File: src/rtl/serial_adder_if.sv
// Operand/result bundle for serial_adder: requester drives start/a/b/cin,
// adder returns busy/done/sum/cout.
interface serial_adder_if #(
  parameter int WIDTH = 8
);
  logic             start;
  logic [WIDTH-1:0] a;
  logic [WIDTH-1:0] b;
  logic             cin;
  logic             busy;
  logic             done;
  logic [WIDTH-1:0] sum;
  logic             cout;

  // Handshake: start is taken on a rising edge whenever busy = 0 (IDLE or the
  // DONE cycle), capturing a/b/cin on that edge; start while busy is dropped.
  // done is a one-cycle pulse, and sum/cout are valid from that cycle on.
  modport master (output start, a, b, cin, input busy, done, sum, cout);
  modport slave  (input start, a, b, cin, output busy, done, sum, cout);
endinterface

File: src/rtl/serial_adder.sv
// Bit-serial adder: one full-adder cell plus a registered carry adds two
// WIDTH-bit operands LSB first over WIDTH cycles.
module serial_adder #(
  parameter int WIDTH = 8
) (
  input  logic           clk,
  input  logic           rst_n,
  serial_adder_if.slave  bus,
  output logic [1:0]     o_dbg_state
);

  localparam int CW = (WIDTH > 1) ? $clog2(WIDTH) : 1;
  localparam logic [CW-1:0] LAST = CW'(WIDTH - 1);

  typedef enum logic [1:0] {
    S_IDLE = 2'd0,
    S_RUN  = 2'd1,
    S_DONE = 2'd2
  } state_t;

  state_t           r_state;
  state_t           w_next;
  logic [WIDTH-1:0] r_a_sr;
  logic [WIDTH-1:0] r_b_sr;
  logic [WIDTH-1:0] r_s_sr;
  logic [WIDTH-1:0] r_sum;
  logic             r_cout;
  logic             r_carry;
  logic [CW-1:0]    r_cnt;

  logic             w_fa_s;
  logic             w_fa_co;
  logic             w_accept;
  logic             w_last;
  logic [WIDTH:0]   w_s_cat;
  logic [WIDTH-1:0] w_s_shift;

  // Full-adder cell on the current LSB pair and the looped-back carry.
  assign w_fa_s    = r_a_sr[0] ^ r_b_sr[0] ^ r_carry;
  assign w_fa_co   = (r_a_sr[0] & r_b_sr[0]) | (r_a_sr[0] & r_carry) | (r_b_sr[0] & r_carry);
  assign w_accept  = bus.start && (r_state != S_RUN);
  assign w_last    = (r_state == S_RUN) && (r_cnt == LAST);
  // Sum bit enters at the MSB; concatenation form stays legal for WIDTH = 1.
  assign w_s_cat   = {w_fa_s, r_s_sr};
  assign w_s_shift = w_s_cat[WIDTH:1];

  always_ff @(posedge clk or negedge rst_n) begin
    if (!rst_n) r_state <= S_IDLE;
    else        r_state <= w_next;
  end

  always_comb begin
    w_next = r_state;
    unique case (r_state)
      S_IDLE:  if (bus.start) w_next = S_RUN;
      S_RUN:   if (w_last) w_next = S_DONE;
      S_DONE:  w_next = bus.start ? S_RUN : S_IDLE;
      default: w_next = S_IDLE;
    endcase
  end

  always_comb begin
    bus.busy    = (r_state == S_RUN);
    bus.done    = (r_state == S_DONE);
    bus.sum     = r_sum;
    bus.cout    = r_cout;
    o_dbg_state = r_state;
  end

  always_ff @(posedge clk or negedge rst_n) begin
    if (!rst_n) begin
      r_a_sr  <= '0;
      r_b_sr  <= '0;
      r_s_sr  <= '0;
      r_sum   <= '0;
      r_cout  <= 1'b0;
      r_carry <= 1'b0;
      r_cnt   <= '0;
    end else if (w_accept) begin
      r_a_sr  <= bus.a;
      r_b_sr  <= bus.b;
      r_carry <= bus.cin;
      r_cnt   <= '0;
    end else if (r_state == S_RUN) begin
      r_a_sr  <= r_a_sr >> 1;
      r_b_sr  <= r_b_sr >> 1;
      r_s_sr  <= w_s_shift;
      r_carry <= w_fa_co;
      r_cnt   <= r_cnt + CW'(1);
      // Result registers move only here so they hold through later operations.
      if (w_last) begin
        r_sum  <= w_s_shift;
        r_cout <= w_fa_co;
      end
    end
  end

endmodule

File: src/flat_wrapper.sv
// flat-port wrapper written by rule: the top's interface ports become plain ports
module serial_adder_flat 
#(
  parameter int WIDTH = 8
)
  (clk, rst_n, o_dbg_state, bus_start, bus_a, bus_b, bus_cin, bus_busy, bus_done, bus_sum, bus_cout);
  serial_adder_if #(.WIDTH(WIDTH)) bus_i ();
  input  logic clk;
  input  logic rst_n;
  output logic [1:0] o_dbg_state;
  input wire logic [$bits(bus_i.start)-1:0] bus_start;
  input wire logic [$bits(bus_i.a)-1:0] bus_a;
  input wire logic [$bits(bus_i.b)-1:0] bus_b;
  input wire logic [$bits(bus_i.cin)-1:0] bus_cin;
  output wire logic [$bits(bus_i.busy)-1:0] bus_busy;
  output wire logic [$bits(bus_i.done)-1:0] bus_done;
  output wire logic [$bits(bus_i.sum)-1:0] bus_sum;
  output wire logic [$bits(bus_i.cout)-1:0] bus_cout;
  assign bus_i.start = bus_start;
  assign bus_i.a = bus_a;
  assign bus_i.b = bus_b;
  assign bus_i.cin = bus_cin;
  assign bus_busy = bus_i.busy;
  assign bus_done = bus_i.done;
  assign bus_sum = bus_i.sum;
  assign bus_cout = bus_i.cout;
  serial_adder #(.WIDTH(WIDTH)) u_core (.clk(clk), .rst_n(rst_n), .bus(bus_i), .o_dbg_state(o_dbg_state));
endmodule
File: config.mk
export PLATFORM = sky130hd
export DESIGN_NAME = serial_adder_flat
export DESIGN_NICKNAME = d
export VERILOG_FILES = /design/src/rtl/serial_adder_if.sv /design/src/rtl/serial_adder.sv /design/src/flat_wrapper.sv
export SDC_FILE = /design/constraint.sdc
export NUM_CORES = 1
export LEC_CHECK = 0
export BUFFER_PORTS_ARGS = -buffer_cell sky130_fd_sc_hd__buf_2
export CELL_PAD_IN_SITES_DETAIL_PLACEMENT = 1
export CELL_PAD_IN_SITES_GLOBAL_PLACEMENT = 1
export CORE_ASPECT_RATIO = 0.75
export CORE_MARGIN = 5
export CORE_UTILIZATION = 49
export DETAILED_ROUTE_END_ITERATION = 10
export HOLD_SLACK_MARGIN = 0.03
export PLACE_DENSITY_LB_ADDON = 0.08
export SYNTH_ARGS = -nofsm -noshare
export SYNTH_HDL_FRONTEND = slang
export SYNTH_SLANG_ARGS = --single-unit
File: constraint.sdc
create_clock -name clk -period 3.1 [get_ports clk]
set_input_delay 0.31 -clock clk [delete_from_list [all_inputs] [get_ports clk]]
set_output_delay 0.31 -clock clk [all_outputs]
set_load 0.005 [all_outputs]
==> run summary <==
The flow ran to the end, and the final reports show no timing, DRC or antenna violations. Headroom to the max-slew limit came out at 43.9%. The layout has 352 filler cells.

The required time of the critical path came out at 2.79 ns. STA classifies the critical path endpoint as a primary output. The routed design could run at a clock period as short as 2.02 ns. For the total die area, the log shows 5030 um2.

The detailed router finished its first iteration with 18 violations. After clock tree synthesis, the setup repair step added 0 buffers. The buffer levels on the longest clock path was 2; the data arrival time at the worst-slack endpoint was 1.71 ns. The width of the die is 80.2 um. Yosys printed 0 warnings. The run gives 3410 um as the sum of routed wire length over all layers. The path type of the worst min-delay path is primary input to async pin. Clock-pin slew was measured on the worst setup and hold paths at 0.08 ns. The number of vias per cell after detailed routing is 4.85. The cell taking the most area after synthesis was sky130_fd_sc_hd__dfrtp_1.

Clock latency on the worst-skew pair, taken at its later pin, is 0.29 ns. The tools report the initial antenna violation count as 0. The routed wire length per instance was 17.2 um; the overall die height was 62.7 um.

The slowest stage of the critical path is the sky130_fd_sc_hd__nand2b_1 cell. Across every metal layer, demand over resource in global routing totals 15.3%. TritonCTS built the clock tree. In the final layout, the multi-input gates occupy 792 um2. The share of cells above drive strength 1 was 61.6%. Once the clock tree was built, the resizer swapped 0 gates to a different size. The library cell used most frequently in the layout, excluding fill and tap cells, is sky130_fd_sc_hd__dfrtp_1. Routed signal wires occupy layers up through met4. The via total after detailed routing is 961, and the top fanout value on the critical path is 11.

The tools report the number of standard cells in the final layout excluding fillers as 198. VDD sags by at most 0.501 mV. The logs give 951 um2 for the area of all sequential standard cells and 1620 um for the detailed-routing wirelength on met1. The transition time at the pin with the least slew margin was 0.841 ns; the wire length of the first global-routing pass was 5780 um.

The clock tree synthesis step divided the H-tree into 2 levels. Synthesis produced a netlist with a net count of 133. For the number of nets in the final layout, the log shows 168. Dividing total power by cell area gives a power density of 1050 nW/um2. STA classifies the critical path startpoint as a register.

Classification of the worst setup path: register to primary output. Across the run, the number of max-cap violations was 0. The remaining antenna violation count is 0, and the pin count of the biggest net entering global routing is 39.

The average cell area after synthesis is 16.5 um2, and the flip-flop and latch count after synthesis is 38. The sum of negative setup slack is 0 ns. Between clock sinks in the finished design, the worst skew comes to 0.00585 ns. In the detailed route, the total length drawn on met3 is 145 um. The congestion estimate from routability-driven global placement came to 0.680. The total inserted antenna cells is 0, and the count of TritonRoute iterations in the first routing pass is 4. The placeable core area is 3610 um2. After synthesis, the cell types taking the most area are sky130_fd_sc_hd__dfrtp_1 52%, sky130_fd_sc_hd__mux2_4 27%, sky130_fd_sc_hd__mux2_2 9.3%. For the number of global-route vias before repair, the log shows 1126. Clock tree synthesis found a total of 38 sinks.

Gate count of the mapped netlist: 110. The tools report the instance count after placement with tap cells included as 190. 33 I/O pins were placed. In this run the core area contains 19 standard-cell rows. The delay of the slowest cell on the worst path came out at 0.50 ns.

After synthesis, the largest area contributor takes up 52.5% of total cell area. For the highest attainable clock frequency, the log shows 0.495 GHz. The overall overflow remaining after global route was 0. The DRC violations left came out at 0.

After clock tree synthesis, the flow added hold-fix buffers numbering 0. Setup repair after global routing left no endpoint under its margin. Number of distinct standard cells referenced by the synthesized netlist: 15.

The run gives 5 as the number of buffers created by CTS. From synthesis to final layout, the design area changed by 17.7%. After synthesis, flip-flops and latches occupy 52.5% of the total area. Quantity of I/O buffers inserted on ports: 32. The critical path goes through nand2b_1, inv_1, buf_2.

The static power due to leakage is 1.09 nW, and the fraction of the cycle the final worst path needs is 65.1%. In the layout the commonest cells are 38 x sky130_fd_sc_hd__dfrtp_1, 33 x sky130_fd_sc_hd__mux2_4, 32 x sky130_fd_sc_hd__buf_2. For this configuration, the core starts out at a cell density of 50.1%.

For the number of pins exceeding their max-slew limit in the final report, the log shows 0. The worst hold margin is 0.120 ns. Setup violations remaining at the end of the flow were counted as 0.

The met2 layer wire length in the routed design is 1610 um. The half-perimeter wire length after detailed placement is 2310 um, and the final hold violation count is 0. The tree is rooted in a sky130_fd_sc_hd__clkbuf_8. The synthesized netlist occupies a cell area of 1810 um2.
==> flip-flops by register name (all words and copies together) (netlist names) <==
register            cells
u_core.bus.sum          8
u_core.r_a_sr           8
u_core.r_b_sr           8
u_core.r_s_sr           7
u_core.r_cnt            3
u_core.o_dbg_state      2
u_core.bus.cout         1
u_core.r_carry          1
==> logic make-up (layout without fill, tap and decap cells) <==
kind of cell	after synthesis	in the layout	synth area share, %
compound gates	1	1	0.346
fa+ha+maj	3	3	2.49
buf+inv	9	45	3.80
flops	38	38	52.5
mux	51	51	38.3
simple gates	8	8	2.56
==> cell usage after synthesis, drive strengths merged <==
cell type and instances:
o22ai 1, nor2b 3, nand3b 1, dfrtp 38
nand2b 2, fa 1, buf 6, mux2i 3
nor2 2, ha 2, mux2 48, inv 3
==> layout make-up <==
| class | instances | share of cell area (%) |
|---|---|---|
| Multi-Input combinational cell | 63 | 37.1 |
| Inverter | 3 | 0.528 |
| Clock inverter | 3 | 3.23 |
| Timing Repair Buffer | 34 | 8.22 |
| Sequential cell | 38 | 44.6 |
| Tap cell | 52 | 3.05 |
| Clock buffer | 5 | 3.23 |
==> final timing paths <==
| check | from | endpoint | slack [ns] | cells past startpoint |
|---|---|---|---|---|
| setup / recovery | u_core.o_dbg_state[0]$_DFFE_PN0P_ | bus_busy | 1.08 | 3 |
| hold / removal | rst_n | u_core.r_a_sr[4]$_DFFE_PN0P_ | 0.12 | 1 |
| setup reg to reg | u_core.r_cnt[0]$_DFFE_PN0P_ | u_core.bus.sum[1]$_DFFE_PN0P_ | 1.35 | 4 |
| hold reg to reg | u_core.r_cnt[0]$_DFFE_PN0P_ | u_core.r_cnt[0]$_DFFE_PN0P_ | 0.49 | 1 |
| max in group asynchronous | rst_n | u_core.bus.sum[1]$_DFFE_PN0P_ | 2.45 | 1 |
| min in group clk | bus_b[7] | u_core.r_b_sr[7]$_DFFE_PN0P_ | 0.28 | 3 |
==> power breakdown <==
group	total [mW]	switching, mW	leakage (nW)	internal [mW]
logic	0.859	0.306	0.551	0.554
clock network	0.502	0.180	0.0683	0.322
registers	0.877	0.149	0.472	0.728
total	2.24	0.634	1.09	1.60
==> worst max-delay path, delay by kind of cell, from the launching register on <==
| kind | cells | cell delay (ns) |
|---|---|---|
| DFF | 1 | 0.43 |
| and+or+nand+nor | 1 | 0.50 |
| buffers and inverters | 2 | 0.50 |
==> metal layers <==
layer	track usage, %	up-vias
li1	-	449
met2	24.0	19
met4	4.43	0
met3	4.90	5
met1	20.2	488
met5	0	-
==> through the flow <==
step	area (um2)	util (%)	total power, mW	setup WS (ns)
floorplan	1810	-	1.52	1.62
global placement	1990	55.2	1.70	1.41
detailed placement	1990	55.2	1.74	1.36
CTS	2130	59.0	2.27	1.06
global route	2130	59.0	2.37	0.951
finish	2130	59.0	2.24	1.08
No activity file was read; power rests on OpenSTA's default activity.
